$ cat src/rtl/operand_exec_unit.sv
// Execution stage of first_cpu: fetches two operands from the registered operand ROMs,
// runs a single-cycle ALU op or an 8-step shift-add multiply, and holds the registered result/flags.
module operand_exec_unit #(
   parameter int WIDTH     = 8,
   parameter int MUL_STEPS = 8
) (
   input  logic             clk,
   input  logic             reset,
   input  logic             start,
   input  logic [2:0]       opcode,
   input  logic [1:0]       src1_sel,
   input  logic [1:0]       src2_sel,
   output logic [1:0]       src1_addr,
   output logic [1:0]       src2_addr,
   input  logic [WIDTH-1:0] src1_value,
   input  logic [WIDTH-1:0] src2_value,
   output logic [WIDTH-1:0] result,
   output logic             carry,
   output logic             zero,
   output logic             busy,
   output logic             done
);

   localparam int STEP_W = (MUL_STEPS > 1) ? $clog2(MUL_STEPS) : 1;
   localparam int ACC_W  = 2 * WIDTH;
   localparam logic [STEP_W-1:0] LAST_STEP = STEP_W'(MUL_STEPS - 1);

   typedef enum logic [2:0] {
      S_IDLE,
      S_ISSUE,
      S_LOAD,
      S_MUL,
      S_DONE
   } state_e;

   typedef enum logic [2:0] {
      OP_ADD  = 3'b000,
      OP_SUB  = 3'b001,
      OP_AND  = 3'b010,
      OP_OR   = 3'b011,
      OP_XOR  = 3'b100,
      OP_SHL  = 3'b101,
      OP_MUL  = 3'b110,
      OP_PASS = 3'b111
   } opcode_e;

   state_e             state_q,     state_d;
   opcode_e            opcode_q,    opcode_d;
   logic [1:0]         src1_addr_q, src1_addr_d;
   logic [1:0]         src2_addr_q, src2_addr_d;
   logic [WIDTH-1:0]   op_a_q,      op_a_d;
   logic [WIDTH-1:0]   op_b_q,      op_b_d;
   logic [ACC_W-1:0]   acc_q,       acc_d;
   logic [STEP_W-1:0]  step_q,      step_d;
   logic [WIDTH-1:0]   result_q,    result_d;
   logic               carry_q,     carry_d;
   logic               zero_q,      zero_d;

   logic [WIDTH:0]     alu_wide;
   logic [ACC_W-1:0]   partial;
   logic [ACC_W-1:0]   acc_sum;

   // Single-cycle ALU works straight off the ROM data in LOAD; the top bit is the carry/borrow flag.
   always_comb begin
      alu_wide = '0;
      case (opcode_q)
         OP_ADD:  alu_wide = {1'b0, src1_value} + {1'b0, src2_value};
         OP_SUB:  alu_wide = {(src1_value < src2_value), src1_value - src2_value};
         OP_AND:  alu_wide = {1'b0, src1_value & src2_value};
         OP_OR:   alu_wide = {1'b0, src1_value | src2_value};
         OP_XOR:  alu_wide = {1'b0, src1_value ^ src2_value};
         OP_SHL:  alu_wide = {1'b0, src1_value} << src2_value[2:0];
         OP_PASS: alu_wide = {1'b0, src1_value};
         default: alu_wide = '0;
      endcase
   end

   // Shift-add multiply: one partial product per step, selected by the current multiplier bit.
   always_comb begin
      partial = '0;
      if (op_b_q[step_q]) begin
         partial = {{WIDTH{1'b0}}, op_a_q} << step_q;
      end
      acc_sum = acc_q + partial;
   end

   always_comb begin
      state_d     = state_q;
      opcode_d    = opcode_q;
      src1_addr_d = src1_addr_q;
      src2_addr_d = src2_addr_q;
      op_a_d      = op_a_q;
      op_b_d      = op_b_q;
      acc_d       = acc_q;
      step_d      = step_q;
      result_d    = result_q;
      carry_d     = carry_q;
      zero_d      = zero_q;

      case (state_q)
         S_IDLE: begin
            if (start) begin
               opcode_d    = opcode_e'(opcode);
               src1_addr_d = src1_sel;
               src2_addr_d = src2_sel;
               state_d     = S_ISSUE;
            end
         end
         S_ISSUE: begin
            state_d = S_LOAD;
         end
         S_LOAD: begin
            op_a_d = src1_value;
            op_b_d = src2_value;
            if (opcode_q == OP_MUL) begin
               acc_d   = '0;
               step_d  = '0;
               state_d = S_MUL;
            end else begin
               result_d = alu_wide[WIDTH-1:0];
               carry_d  = alu_wide[WIDTH];
               zero_d   = (alu_wide[WIDTH-1:0] == '0);
               state_d  = S_DONE;
            end
         end
         S_MUL: begin
            acc_d  = acc_sum;
            step_d = step_q + 1'b1;
            // The last step's partial product must already be in the written result.
            if (step_q == LAST_STEP) begin
               result_d = acc_sum[WIDTH-1:0];
               carry_d  = |acc_sum[ACC_W-1:WIDTH];
               zero_d   = (acc_sum[WIDTH-1:0] == '0);
               state_d  = S_DONE;
            end
         end
         S_DONE: begin
            state_d = S_IDLE;
         end
         default: begin
            state_d = S_IDLE;
         end
      endcase
   end

   always_ff @(posedge clk) begin
      if (reset) begin
         state_q     <= S_IDLE;
         opcode_q    <= OP_ADD;
         src1_addr_q <= '0;
         src2_addr_q <= '0;
         op_a_q      <= '0;
         op_b_q      <= '0;
         acc_q       <= '0;
         step_q      <= '0;
         result_q    <= '0;
         carry_q     <= 1'b0;
         zero_q      <= 1'b0;
      end else begin
         state_q     <= state_d;
         opcode_q    <= opcode_d;
         src1_addr_q <= src1_addr_d;
         src2_addr_q <= src2_addr_d;
         op_a_q      <= op_a_d;
         op_b_q      <= op_b_d;
         acc_q       <= acc_d;
         step_q      <= step_d;
         result_q    <= result_d;
         carry_q     <= carry_d;
         zero_q      <= zero_d;
      end
   end

   assign src1_addr = src1_addr_q;
   assign src2_addr = src2_addr_q;
   assign result    = result_q;
   assign carry     = carry_q;
   assign zero      = zero_q;
   assign busy      = (state_q == S_ISSUE) || (state_q == S_LOAD) || (state_q == S_MUL);
   assign done      = (state_q == S_DONE);

endmodule

$ cat config.mk
export PLATFORM = sky130hd
export DESIGN_NAME = operand_exec_unit
export DESIGN_NICKNAME = d
export VERILOG_FILES = /design/src/rtl/operand_exec_unit.sv
export SDC_FILE = /design/constraint.sdc
export NUM_CORES = 1
export LEC_CHECK = 0
export ABC_AREA = 1
export CORE_MARGIN = 2
export CORE_UTILIZATION = 60
export CTS_BUF_LIST = sky130_fd_sc_hd__clkbuf_4 sky130_fd_sc_hd__clkbuf_8 sky130_fd_sc_hd__clkbuf_16
export CTS_CLUSTER_SIZE = 16
export DETAILED_ROUTE_END_ITERATION = 8
export GPL_TIMING_DRIVEN = 0
export PLACE_DENSITY = 0.82
export REMOVE_ABC_BUFFERS = 1
export SLEW_MARGIN = 20
export SYNTH_ARGS = -nofsm -noshare
export SYNTH_HDL_FRONTEND = slang
export SYNTH_SLANG_ARGS = --single-unit
export TNS_END_PERCENT = 10
$ cat constraint.sdc
create_clock -name clk -period 3.4 [get_ports clk]
set_clock_uncertainty 0.1 [all_clocks]
set_input_delay 0.68 -clock clk [delete_from_list [all_inputs] [get_ports clk]]
set_output_delay 0.68 -clock clk [all_outputs]
set_load 0.01 [all_outputs]
# Word level (Yosys, flattened, before mapping)
# Index checks and enable logic that the tools add are counted.
# op_classes
n_addsub	4
n_mul	0
div	0
n_lt_le_gt_ge	2
n_eq_ne	16
shift	2
mux	21
n_bitwise	3
reduce_logical	12
# op_table
op	count
$pmux W9 S7	1
$mux W16	2
$pmux W16 S2	1
$eq A3 B3 Y1 const B	6
$add A16 B16 Y16	1
$logic_not A8 Y1	2
$mux W8	2
$pmux W8 S2	1
$shl A8 B3 Y16	1
$eq A3 B2 Y1 const B	4
$mux W3	4
$pmux W3 S4	1
$add A8 B8 Y9	1
$shl A8 B3 Y9	1
$and A8 B8 Y8	1
$lt A8 B8 Y1	1
$ne A2 B2 Y1 const B	4
$or A8 B8 Y8	1
$reduce_or A8 Y1	1
$sub A8 B8 Y8	1
$xor A8 B8 Y8	1
$eq A3 B1 Y1 const B	2
$logic_not A3 Y1	2
$pmux W3 S2	1
other kinds (9)	17
# word_totals
regBits	55
latch_bits	0
ramBits	0
romBits	0
input_bits	26
output_inout_bits	16
wordCells	71
n_memories	0

# Longest topological paths before layout
# logic_depth
word_depth	7
mapped_depth	23
ltp_nobuf	22

# Least setup slack after synthesis
# OpenSTA, ideal clock, no wires.
# synth_timing
kind	register to register
from	register step_q[0]
to	register result_q[7], in the netlist result[7]
setup_time_ns	0.074
t_arrival_ns	2.426
t_required_ns	3.226
slack_ns	0.800
stages_incl_launch_ff	17
n_path_buf	1
period_less_slack_ns	2.600
cell_sequence	dfxtp_1 clkbuf_1 a21oi_1 o21ai_0 nand2_1 nand2_1 nand2_1 o21ai_0 inv_1 ha_1 nand2_1 inv_1 a21oi_1 nand2_2 xnor2_1 or2_2 a31oi_1
# synth_between
elab_chain_len	6
word_cells_on_any_way	10
# synth_rtl
item	line	rtl
from (decl)	54	logic [STEP_W-1:0] step_q, step_d;
from (signal assigned)	167	step_q <= step_d;
$bmux W1 S3	81	if (op_b_q[step_q]) begin
$mux W1 (implied by the code)	81	
$mux W16	81	
$add A16 B16 Y16	84	acc_sum = acc_q + partial;
$mux W8	130	if (step_q == LAST_STEP) begin
$pmux W8 S2	100	case (state_q)
to (signal assigned)	168	result_q <= result_d;
to (decl)	55	logic [WIDTH-1:0] result_q, result_d;
# Several ways; a longest one is shown, not always the timed one. The select of a mux whose other input is x is not followed.
# A chain may end at the register's enable or synchronous reset.

# Final worst setup path
# layout_timing
from	register step_q[0]
to	register carry_q, in the netlist carry
# layout_between
elab_chain_len	7
word_cells_on_any_way	11
# layout_rtl
item	line	rtl
$bmux W1 S3	81	
$mux W1 (implied by the code)	81	
$mux W16	81	
$add A16 B16 Y16	84	
$reduce_or A8 Y1	132	carry_d = |acc_sum[ACC_W-1:WIDTH];
$mux W1	130	
$pmux W1 S2	100	
to (signal assigned)	169	carry_q <= carry_d;
to (decl)	56	logic carry_q, carry_d;
# Several ways; a longest one is shown, not always the timed one. The select of a mux whose other input is x is not followed.

==> results by group <==
Status
  • Status: completed

Synth
  • Yosys top cell by area: dfxtp_1
  • Top_reg_cell synth: dfxtp_1
  • Post-synthesis register bit count: between 50 and 60
  • Post-synthesis sequential area ratio: 0.214
  • Cells after synthesis: between 800 and 900
  • Synth warn: 0
  • Post-Syn Area: 0.00513 mm2
  • EDFF count, synth: 0
  • Most common cell in the synthesized netlist: nand2_1
  • Yosys top cell area share: 0.214
  • Most frequent cells after synthesis: nand2_1 (232), inv_1 (114), nor2_1 (92)
  • Unique masters post-synth: 36
  • Synth area leaders: dfxtp_1 (21%), nand2_1 (17%), ha_1 (11%)
  • Syn Area/Cell: ~5.9 um2
  • Async SR Flop Fraction: 0

Global route
  • Wire length of the first global-routing pass: 23800 um
  • Pin count of the biggest net entering global routing: 34
  • Vias in the first global route: 5075
  • GRT overflow: 0
  • Initial antenna violation count: 0
  • GR Util All Layers: 0.329

Critical path
  • Worst path required time: 3.50 ns
  • Reg-to-Reg Start: step_q[0]
  • CP Max Fanout: 12
  • CP Class: flop to flop
  • Critical Path Start Type: flop
  • Setup crit end kind: flop
  • Worst path arrival time: 3.30 ns
  • CP startpoint: step_q[0]

Pwr
  • Sw Share: 0.389
  • Part of the power in registers: 0.420
  • Clock share of power: 0.211
  • Worst VDD drop: 0.241 mV
  • Overall power: 1.79 mW
  • Net load switching power: 697 uW
  • P_int: approximately 1.1 mW
  • Logic pwr share: 0.368
  • Leakage: 2.77 nW
  • Pwr dens: 316 mW/mm2

CTS
  • CTS H-tree lvls: 2
  • Clock Path Buffers: 2
  • Total CTS buffers: 5
  • Worst-path clk slew: roughly 0.09 ns
  • TritonCTS clock tree: yes
  • Clock Latency Late Sink: 0.32 ns
  • Sink Count: 55
  • Root Buffer: clkbuf_8

Die
  • CORE AREA: 0.00826 mm2
  • Initial Utilization: 0.622
  • Full die area: ~0.0093 mm2
  • Ports: 42
  • Chip width: 96.5 um
  • Row cnt: 33
  • Die span in y: between 90 and 100 um

Cells and area
  • Fill count: 775
  • Synthesis-to-finish area growth: 10.5%
  • Core Util, Final: 0.687
  • Ratio of cells with drive above 1 in the final layout: 0.0472
  • FF/Latch Area: 0.00111 mm2
  • N_diodes: 0
  • Fin area: 0.00567 mm2
  • Final Non-Filler Cells: 995
  • Nets: a little under 1000
  • Multi-input logic area: ~0.0034 mm2

Place
  • Placed instance area: between 0.005 and 0.006 mm2
  • PortBufs: 41
  • Pre-CTS setup slack: -0.165 ns
  • Placed Cells: 983
  • GPL Wtd Cong: 0.978
  • DPL Wire Length: 11500 um

STA
  • Number of hold violations in the final report: 0
  • Worst Slack Setup Final: 0.201 ns
  • Max Clock Freq: around 0.31 GHz
  • Final hold slack: 0.370 ns
  • Final min period: 3.20 ns
  • Worst slew pin tran: approximately 1.0 ns
  • Slew Limit Fails: 0
  • RSZ-0062 raised after global routing: false
  • Setup violators final: 0
  • Final period util: 0.941
  • Post-route setup TNS: 0 ns
  • Rel. slew slack: 0.300

Routing
  • Routed wire length per instance: 15.0 um
  • # DRC: 0
  • Post-route ant nets: 0
  • Routed vias/inst: around 5.6
  • DRT Pass-1 Iters: 6
  • DRT iter0 DRCs: around 420
  • Via count: between 5000 and 6000
  • Routed WL: around 15000 um

Min path
  • Hold Crit Class: flop to flop
  • Hold Crit Start: src2_addr[0]

Run
  • Max_cap viols: 0
metal layers:
metal  track usage  routed length [um]
met3        0.0605                1280
met2         0.514                6620
met5             0                   0
met4        0.0552                 151
met1         0.479                6870
cell families (layout without fill, tap and decap cells):
family,count (synthesis),count (layout),share of synthesized area
xor gates and xnor gates,6,6,0.0102
and+or+nand+nor,451,451,0.377
DFF,55,55,0.214
AOI/OAI and AO/OA,156,156,0.156
buffers and inverters,150,174,0.121
adders and majority gates,47,47,0.119
muxes,1,1,0.00195
worst max-delay path: stages (launching register included):
cell,delay (ns)
dfxtp_4,0.39
clkbuf_4,0.19
nand2_1,0.07
o21ai_0,0.11
inv_1,0.13
nand2_1,0.05
o21ai_0,0.12
nor2_1,0.08
o21ai_0,0.17
inv_1,0.06
ha_1,0.34
nand2_1,0.13
inv_1,0.08
nand2_1,0.07
nand2_1,0.09
a21oi_1,0.23
nand3b_1,0.13
nand2_1,0.09
nand2_1,0.05
nor2_1,0.18
nand2_1,0.11
nand2_1,0.08
a21oi_1,0.06
path summary, 6_finish.rpt:
kind             endpoint  slack (ns)  depth (start not counted)
min          src2_addr[0]        0.37                          2
min reg2reg  src2_addr[0]        0.37                          2
max                 carry        0.20                         22
max reg2reg         carry        0.20                         22
power groups by stage:
stage	registers [mW]	clock network, mW	logic [mW]
floorplan	0.766	0	0.395
global placement	0.765	0	0.617
detailed placement	0.768	0	0.634
CTS	0.754	0.381	0.637
global route	0.761	0.402	0.737
finish	0.753	0.378	0.660
placed cells by master (no fill, tap or decap), types with 2 or more instances in the layout:
master / n
xnor2_1: 4
o21ai_0: 68
nor2_2: 3
nand3b_1: 6
nor2_1: 92
nand4_1: 18
nor3_1: 9
nand3_1: 72
o21ai_1: 7
nor3_2: 2
dfxtp_4: 2
nand2_1: 230
nor2_4: 3
inv_1: 113
inv_2: 7
dfxtp_1: 52
a31oi_1: 9
and2_1: 3
xor2_1: 2
ha_1: 43
clkbuf_8: 6
clkdlybuf4s50_1: 41
nand3_2: 2
nand2_2: 5
fa_1: 3
a21oi_1: 68
or2_2: 3
buf_4: 4
final cells by class:
cell class	count	area share
clock buffer	6	0.0146
clock inverter	1	0.000882
inverter	121	0.0807
multi-input combinational	661	0.606
sequential	55	0.196
tap	105	0.0232
timing repair buffer	46	0.0789
what timing repair did:
action | in CTS | in global routing
pin swaps | 0 | 0
setup buffers | 0 | 5
setup endpoints to repair | 3 | 5
resized for setup | 2 | 13
hold buffers | 0 | 0
sequential cells by signal (all words and copies together) (netlist names):
signal	flops
step_q	3
opcode_q	3
zero	1
result	8
acc_q	16
carry	1
op_b_q	8
src1_addr	2
op_a_q	8
src2_addr	2
state_q	3
Note: power is estimated with default switching activity, not from simulation.
